--- src/rtl/matvec_param.sv ---
// matvec_param: streaming y = W*x engine for an NxN signed matrix and an N-element vector.
// Operands arrive one word per cycle (matrix row-major, then vector); N row results leave
// in order. A single serial MAC with one registered multiplier stage computes each row.
//
// Ports:
//   clk           clock, rising edge
//   reset         synchronous active-low reset
//   input_valid   input word valid
//   input_ready   block can accept a word
//   input_data    signed matrix or vector word
//   new_matrix    sampled with the first word: 1 = N*N matrix words precede the vector
//   output_valid  output_data holds a row result
//   output_ready  consumer accepts output_data
//   output_data   signed result y[row]
module matvec_param #(
   parameter int unsigned N     = 8,
   parameter int unsigned IN_W  = 14,
   parameter int unsigned OUT_W = 2 * IN_W + $clog2(N),
   parameter bit          SAT   = 1'b0
) (
   input  logic             clk,
   input  logic             reset,
   input  logic             input_valid,
   output logic             input_ready,
   input  logic [IN_W-1:0]  input_data,
   input  logic             new_matrix,
   output logic             output_valid,
   input  logic             output_ready,
   output logic [OUT_W-1:0] output_data
);

   localparam int unsigned AccW  = 2 * IN_W + $clog2(N);
   localparam int unsigned AddrW = $clog2(N * N);
   localparam int unsigned IdxW  = $clog2(N);
   localparam int unsigned CntW  = $clog2(N + 2);

   typedef enum logic [2:0] {StIdle, StLoadW, StLoadX, StCompute, StOutput} state_e;

   state_e                   state_q, state_d;
   logic [AddrW-1:0]         widx_q, widx_d;
   logic [IdxW-1:0]          xidx_q, xidx_d;
   logic [IdxW-1:0]          row_q, row_d;
   logic [CntW-1:0]          cnt_q, cnt_d;
   logic signed [2*IN_W-1:0] prod_q, prod_d;
   logic signed [AccW-1:0]   acc_q, acc_d, prod_ext;
   logic [OUT_W-1:0]         out_q, out_d, acc_conv;
   logic                     loaded_q, loaded_d;

   logic                     in_fire;
   logic                     w_we, x_we;
   logic [AddrW-1:0]         w_waddr, rd_addr;
   logic [IdxW-1:0]          x_waddr;
   logic signed [IN_W-1:0]   w_rd, x_rd;

   logic signed [IN_W-1:0]   w_mem [N*N];
   logic signed [IN_W-1:0]   x_mem [N];

   // Writes are gated by reset so words offered during reset are never stored.
   assign in_fire      = input_valid & input_ready & reset;
   assign input_ready  = (state_q == StIdle) | (state_q == StLoadW) | (state_q == StLoadX);
   assign output_valid = (state_q == StOutput);
   assign output_data  = out_q;

   assign rd_addr  = AddrW'(row_q) * AddrW'(N) + AddrW'(cnt_q);
   assign w_rd     = w_mem[rd_addr];
   assign x_rd     = x_mem[cnt_q[IdxW-1:0]];
   assign prod_ext = {{(AccW - 2 * IN_W){prod_q[2*IN_W-1]}}, prod_q};

   // Final accumulator to output width.
   if (OUT_W >= AccW) begin : g_sext
      assign acc_conv = OUT_W'(acc_q);
   end else if (SAT) begin : g_sat
      logic [AccW-OUT_W:0] hi;
      assign hi       = acc_q[AccW-1:OUT_W-1];
      // Fits when every bit above the output sign bit matches it.
      assign acc_conv = ((&hi) | ~(|hi)) ? acc_q[OUT_W-1:0] :
                        (acc_q[AccW-1] ? {1'b1, {(OUT_W - 1){1'b0}}} :
                                         {1'b0, {(OUT_W - 1){1'b1}}});
   end else begin : g_wrap
      assign acc_conv = acc_q[OUT_W-1:0];
   end

   always_comb begin
      state_d  = state_q;
      widx_d   = widx_q;
      xidx_d   = xidx_q;
      row_d    = row_q;
      cnt_d    = cnt_q;
      prod_d   = prod_q;
      acc_d    = acc_q;
      out_d    = out_q;
      loaded_d = loaded_q;
      w_we     = 1'b0;
      x_we     = 1'b0;
      w_waddr  = widx_q;
      x_waddr  = xidx_q;
      unique case (state_q)
         StIdle: begin
            if (in_fire) begin
               if (new_matrix || !loaded_q) begin
                  w_we     = 1'b1;
                  w_waddr  = '0;
                  widx_d   = AddrW'(1);
                  // The resident matrix is being overwritten; it is valid again only
                  // once the full load completes.
                  loaded_d = 1'b0;
                  state_d  = StLoadW;
               end else begin
                  x_we    = 1'b1;
                  x_waddr = '0;
                  xidx_d  = IdxW'(1);
                  state_d = StLoadX;
               end
            end
         end
         StLoadW: begin
            if (in_fire) begin
               w_we = 1'b1;
               if (widx_q == AddrW'(N * N - 1)) begin
                  loaded_d = 1'b1;
                  widx_d   = '0;
                  xidx_d   = '0;
                  state_d  = StLoadX;
               end else begin
                  widx_d = widx_q + AddrW'(1);
               end
            end
         end
         StLoadX: begin
            if (in_fire) begin
               x_we = 1'b1;
               if (xidx_q == IdxW'(N - 1)) begin
                  xidx_d  = '0;
                  row_d   = '0;
                  cnt_d   = '0;
                  acc_d   = '0;
                  state_d = StCompute;
               end else begin
                  xidx_d = xidx_q + IdxW'(1);
               end
            end
         end
         StCompute: begin
            cnt_d = cnt_q + CntW'(1);
            // Multiply issues on cnt 0..N-1; accumulate trails by one cycle (cnt 1..N).
            if (cnt_q < CntW'(N)) begin
               prod_d = w_rd * x_rd;
            end
            if ((cnt_q != '0) && (cnt_q <= CntW'(N))) begin
               acc_d = acc_q + prod_ext;
            end
            if (cnt_q == CntW'(N + 1)) begin
               out_d   = acc_conv;
               state_d = StOutput;
            end
         end
         StOutput: begin
            if (output_ready) begin
               if (row_q == IdxW'(N - 1)) begin
                  state_d = StIdle;
               end else begin
                  row_d   = row_q + IdxW'(1);
                  cnt_d   = '0;
                  acc_d   = '0;
                  state_d = StCompute;
               end
            end
         end
         default: state_d = StIdle;
      endcase
   end

   always_ff @(posedge clk) begin
      if (!reset) begin
         state_q  <= StIdle;
         widx_q   <= '0;
         xidx_q   <= '0;
         row_q    <= '0;
         cnt_q    <= '0;
         prod_q   <= '0;
         acc_q    <= '0;
         out_q    <= '0;
         loaded_q <= 1'b0;
      end else begin
         state_q  <= state_d;
         widx_q   <= widx_d;
         xidx_q   <= xidx_d;
         row_q    <= row_d;
         cnt_q    <= cnt_d;
         prod_q   <= prod_d;
         acc_q    <= acc_d;
         out_q    <= out_d;
         loaded_q <= loaded_d;
      end
   end

   // Operand storage is not reset.
   always_ff @(posedge clk) begin
      if (w_we) begin
         w_mem[w_waddr] <= input_data;
      end
      if (x_we) begin
         x_mem[x_waddr] <= input_data;
      end
   end

endmodule

--- config.mk ---
export PLATFORM = sky130hd
export DESIGN_NAME = matvec_param
export DESIGN_NICKNAME = d
export VERILOG_FILES = /design/src/rtl/matvec_param.sv
export SDC_FILE = /design/constraint.sdc
export NUM_CORES = 2
export LEC_CHECK = 0
export CAP_MARGIN = 20
export CORE_MARGIN = 10
export CORE_UTILIZATION = 40
export CTS_BUF_LIST = sky130_fd_sc_hd__clkbuf_4 sky130_fd_sc_hd__clkbuf_8
export DETAILED_ROUTE_END_ITERATION = 12
export PLACE_DENSITY_LB_ADDON = 0.2
export SLEW_MARGIN = 20
export SYNTH_ARGS = -nofsm -noshare
export SYNTH_HDL_FRONTEND = slang
export SYNTH_SLANG_ARGS = --single-unit
--- constraint.sdc ---
create_clock -name clk -period 7.9 [get_ports clk]
set_clock_uncertainty 0.2 [all_clocks]
set_input_delay 1.185 -clock clk [delete_from_list [all_inputs] [get_ports clk]]
set_output_delay 1.185 -clock clk [all_outputs]
set_load 0.1 [all_outputs]
# Yosys cells after proc, flatten, opt, wreduce, memory -nomap -nowiden

Memories as Yosys holds them, arrays and structs flattened. A register that Yosys moved wholly into a read port is not among the register bits.
Cells that the tools add are included.

Input bits: 19
Memories kept: 2
Memory bits (writable): 1008
Output and inout bits: 33
Flip-flop bits (word level): 110
Word-level logic and storage cells: 123

Memories:

| memory | depth | width | rd ports | clocked after memory_dff | write ports | RTL line | RTL |
|---|---|---|---|---|---|---|---|
| w_mem  | 64    | 14    | 1        | 0                        | 1           | 55       | `logic signed [IN_W-1:0] w_mem [N*N];` |
| x_mem  | 8     | 14    | 1        | 1                        | 1           | 56       | `logic signed [IN_W-1:0] x_mem [N];` |

Multipliers: 1
Magnitude comparators: 2
Multiplexer cells: 62
Equal/unequal tests: 19
Reduce and logical (&&, ||, !) cells: 18
Bitwise operators: 4
Add/subtract/negate cells: 6

Operator list:

| operator            | count |
|---|---|
| $mux 31             | 5 |
| $pmux 31 s3         | 1 |
| $mux 3              | 22 |
| $mux 6              | 7 |
| $add 31x28->31      | 1 |
| $mul 14x14->28      | 1 |
| $mux 4              | 4 |
| $pmux 3 s5          | 1 |
| $reduce_and 5->1    | 3 |
| $ne 2x2->1 const B  | 7 |
| $mux 1              | 13 |
| $pmux 4 s3          | 1 |
| $pmux 6 s2          | 1 |
| $reduce_and 6->1    | 2 |
| $eq 3x3->1 const B  | 3 |
| $pmux 3 s3          | 1 |
| $ne 2x1->1 const B  | 4 |
| $reduce_and 7->1    | 1 |
| $add 3x1->3 const B | 2 |
| $add 6x1->6 const B | 1 |
| $add 6x4->6         | 1 |
| $eq 3x2->1 const B  | 2 |
| $eq 6x6->1 const B  | 1 |
| $pmux 1 s2          | 3 |
| other kinds (18)    | 24 |

# Depth between registers and ports, before layout

Word-level depth: 9
Gate-level depth with buffers: 32
Gate-level depth less buffers: 29

# Worst setup path before layout

No wires, ideal clock.

Kind: register to register
Start point: reg cnt_q[0]
End point: reg prod_q[27]
Setup time: 0.138 ns
Arrival: 7.780 ns
Cell stages (with the launch flop): 33
Setup slack: -0.218 ns
Buffers on the path: 4
Period minus slack after synthesis: 8.118 ns
Data required time: 7.562 ns
Cells stage by stage: dfxtp_1 -> buf_6 -> buf_6 -> buf_6 -> buf_2 -> mux4_2 -> mux4_2 -> nand2_1 -> nand2_1 -> o21ai_2 -> nor2_1 -> fa_1 -> inv_1 -> fa_1 -> inv_1 -> fa_1 -> inv_1 -> fa_1 -> inv_1 -> fa_1 -> inv_1 -> fa_1 -> inv_1 -> ha_1 -> o21ai_0 -> nand2_1 -> nand3_1 -> o31ai_1 -> a2111oi_0 -> o31ai_1 -> a21oi_1 -> nor3_1 -> a311oi_1

Cells in the longest elaborated chain, start to end: 3
Elaborated cells on any way between the ends: 5
Classes of those cells: add/sub (1); mul (1); order compare (1); reduce/logical (1); memory (1)

Ends and longest elaborated chain:

| item                     | RTL line | RTL |
|---|---|---|
| start: declaration       | 43       | `logic [CntW-1:0] cnt_q, cnt_d;` |
| start signal: assignment | 189      | `cnt_q <= cnt_d;` |
| $add 6x4->6              | 64       | `assign rd_addr = AddrW'(row_q) * AddrW'(N) + AddrW'(cnt_q);` |
| $mem_v2 64x14            | --       |  |
| $mul 14x14->28           | 147      | `prod_d = w_rd * x_rd;` |
| end signal: assignment   | 190      | `prod_q <= prod_d;` |
| end: declaration         | 44       | `logic signed [2*IN_W-1:0] prod_q, prod_d;` |

Several ways; a longest one is shown, not always the timed one.
A chain may end at the register's enable or synchronous reset.

# Worst setup path in the final report

Start point: reg cnt_q[0]
End point: reg prod_q[24]

The elaborated chain is that of the path after synthesis.

==> results.txt <==
CTS sink count: 1,121
area leader, netlist: edfxtp_1
fill count: 10,800
Yosys warning count: 0
1st-pass router iterations: 5
Final Hold Viols: 0
Final Slew Violations: 0
worst-case clock buffer depth: 3
maximum VDD drop: 0.000686 V
CP startpoint kind: register
antenna violations before repair: 1
DR WL/cell: 24.0 um
CP max FO: 6
DP Worst Slack: -0.614 ns
gr busiest metal: met2
cell family with most CP delay: adder cells
Top FF cell, synth: edfxtp_1
WP data arrival: 8.51 ns
Die X: 380 um
routed vias: 29,100
total core area: 128,000 um2
Worst path depth: 26
Setup-failing EPs final: 2
CP Data Required Time: 8.46 ns
die area: 144,000 um2
post-layout min period: 7.95 ns
final worst-path cycle share: 1.01
Critical Path End Type: register
Global Route met1 Usage: 0.237
max incr delay on CP: 0.61 ns
failing checks: setup timing
Post-Syn Area per Cell: 16.5 um2
htree depth: 4
asr flop ratio synth: 0
max_cap viols: 0
FF+latch count, synth: 1,121
I/O pin cnt: 52
critical setup path kind: register to register
Pleak: 0.0212 uW
Post-Syn Area: 51,800 um2
share of layout cells above drive strength 1: 0.303
global-route wire length before repair: 196 mm
Worst Reg-to-Reg Cells: 26
Post-synth EDFFs: 1,008
Max Clk Rate: 0.126 GHz
cts hold-fix bufs: 0
Routed Antenna Nets: 0
CTS root buf: clkbuf_8
GR Util met2: 0.293
GRT overflow: 0
Worst R2R Start: cnt_q[0]
Post-Route WL: 130 mm
grt met3 use: 0.0341
count leader, synth: edfxtp_1
post-route setup TNS: -0.0609 ns
Post-Synthesis Cells: 3,147
worst path bufs/invs: 6
sequential share of the synthesized area: 0.628
Post-Syn Nets: 3,469
count of cell types in the netlist: 63
Crit. Startpoint: cnt_q[0]
RSZ-0062 raised after global routing: yes
synthesis-to-layout area growth: 18.6%
final non-filler cell total: 5,443
clk_lat worst skew: 0.89 ns
I/O Buffers: 51
Power Density: 346 nW/um2
reg-to-reg endpoint: prod_q[24]
top-area cell type share of the netlist area: 0.585
num rows: 131
DPL Wire Length: 84.6 mm
Rel. slew slack: 0.247
Initial Util: 0.404
critical path's most frequent cell: fa_1
Worst Tran Pin Value: 1.13 ns
GRT Util Overall: 0.178
gpl congestion: 0.863
worst setup path end: prod_q[24]
clock transition at the registers of the reported paths: 0.06 ns
Nets: 3,892
initial DRC count: 2,466
final routed DRC violation total: 0
top cells by count, synth: edfxtp_1 (1,008), mux4_2 (311), nand2_1 (250), inv_1 (239), nor2_1 (221)
final worst-path setup slack: -0.0505 ns
slowest CP cell: mux4_2
Die Height: 380 um
Synth area leaders: edfxtp_1 (58%), mux4_2 (14%), fa_1 (7.6%)
largest net degree at the start of global routing: 73
min-delay worst type: register to register
CTS Buf Count: 183
Final Util: 0.479
final total power: 21,300 uW
vias in the first global route: 30,700
R2R setup slack: -0.05 ns
via/cell ratio: 5.34
status: finished, violations left
CTS tree: yes
dpl cells: 5,058
-- timing repair --
| action | CTS | global route |
|---|---|---|
| pin swaps | 15 | 48 |
| endpoints found under the setup margin | 13 | 14 |
| setup buffers | 24 | 25 |
| gates resized for setup | 70 | 128 |
| cloned | 3 | 3 |
-- report_power, final --
part | internal (uW) | switching (uW) | leakage [uW]
Clock | 2560 | 2310 | 0.00184
Sequential | 6470 | 16.7 | 0.00997
Combinational | 4960 | 4940 | 0.00942
-- cells in the final DEF, fill, tap and decap left out, types with 11 or more instances in the layout --
cell type / count
a21oi_1: 97
nor2b_1: 38
fa_1: 187
buf_4: 252
nand2b_1: 31
nor2_2: 35
mux4_2: 311
buf_2: 13
nor3_1: 16
a22oi_1: 16
clkbuf_4: 60
xor2_1: 16
nand3_1: 29
mux2i_1: 12
dfxtp_1: 109
buf_6: 26
edfxtp_1: 1008
clkinv_1: 47
nand2_2: 15
ha_1: 94
inv_2: 18
clkbuf_8: 191
buf_12: 38
ha_4: 12
o21ai_0: 31
clkinv_2: 14
o21a_1: 12
a21o_1: 27
inv_1: 223
and2_1: 11
nand2_1: 227
nor2_1: 182
xnor2_1: 39
clkdlybuf4s50_1: 37
-- flip-flops by register name, indices dropped and copies added (netlist names), named ones only --
| name | flops |
|---|---|
| w_mem | 896 |
| x_mem | 112 |
| acc_conv | 31 |
| output_data | 31 |
| prod_q | 28 |
| widx_q | 6 |
| cnt_q | 4 |
| row_q | 3 |
| state_q | 3 |
| xidx_q | 3 |
| loaded_q | 1 |
-- worst min-delay path by stage --
stage | from | end | slack, ns | cells past startpoint
global route | output_data[14] | output_data[14] | 0.27 | 2
global placement | output_data[15] | output_data[15] | 0.24 | 2
floorplan | prod_q[11] | prod_q[11] | 0.24 | 2
detailed placement | output_data[14] | output_data[14] | 0.25 | 2
finish | output_data[14] | output_data[14] | 0.25 | 2
CTS | output_data[14] | output_data[14] | 0.26 | 2
-- routing by layer --
| metal | routed length [um] | up-vias |
|---|---|---|
| met2 | 63800 | 870 |
| li1 | - | 12700 |
| met3 | 7040 | 222 |
| met5 | 0 | - |
| met4 | 3990 | 0 |
| met1 | 55600 | 15300 |
-- per-stage QoR --
step / hold WS, ns / area (um2)
finish: 0.254 / 61400
floorplan: 0.236 / 51800
global placement: 0.243 / 56300
global route: 0.272 / 61400
CTS: 0.256 / 60500
detailed placement: 0.249 / 56400
-- cell type report --
cell class              count  area (um2)  area share
repair buffers            383        3740      0.0610
multi-input cells        1640       18500       0.302
clock inverters            76         422     0.00687
well taps                1729        2160      0.0352
diodes                      2        5.00   0.0000815
flip-flops and latches   1121       32500       0.530
clock buffers             251        3080      0.0502
inverters                 241         905      0.0147
-- kinds of logic (layout without fill, tap and decap cells) --
kind of cell | count (synthesis) | count (layout) | synth area share
other | 0 | 2 | 0
AO/OA/AOI/OAI | 267 | 267 | 0.0318
buffers and inverters | 386 | 951 | 0.0302
multiplexers | 330 | 330 | 0.139
adder cells (fa/ha/maj) | 303 | 303 | 0.102
flip-flops | 1121 | 1121 | 0.628
AND/OR/NAND/NOR | 680 | 680 | 0.0587
XOR/XNOR | 60 | 60 | 0.0102
-- worst reg2reg max path: stages (launching register included) --
cell and delay [ns]:
dfxtp_4 0.42, buf_12 0.16, buf_12 0.14, buf_16 0.13, mux4_2 0.51, mux4_2 0.53
mux4_2 0.61, buf_6 0.17, nor2b_4 0.11, fa_1 0.50, fa_1 0.44, fa_1 0.52
fa_1 0.52, fa_1 0.53, inv_2 0.04, fa_1 0.54, inv_2 0.05, ha_4 0.25
a21o_1 0.15, a21o_1 0.15, a21o_1 0.20, nand4_1 0.08, nand2_1 0.08, a221o_1 0.38
nor2_2 0.12, mux2i_1 0.19, a31oi_1 0.09
No activity file was read; power rests on OpenSTA's default activity.
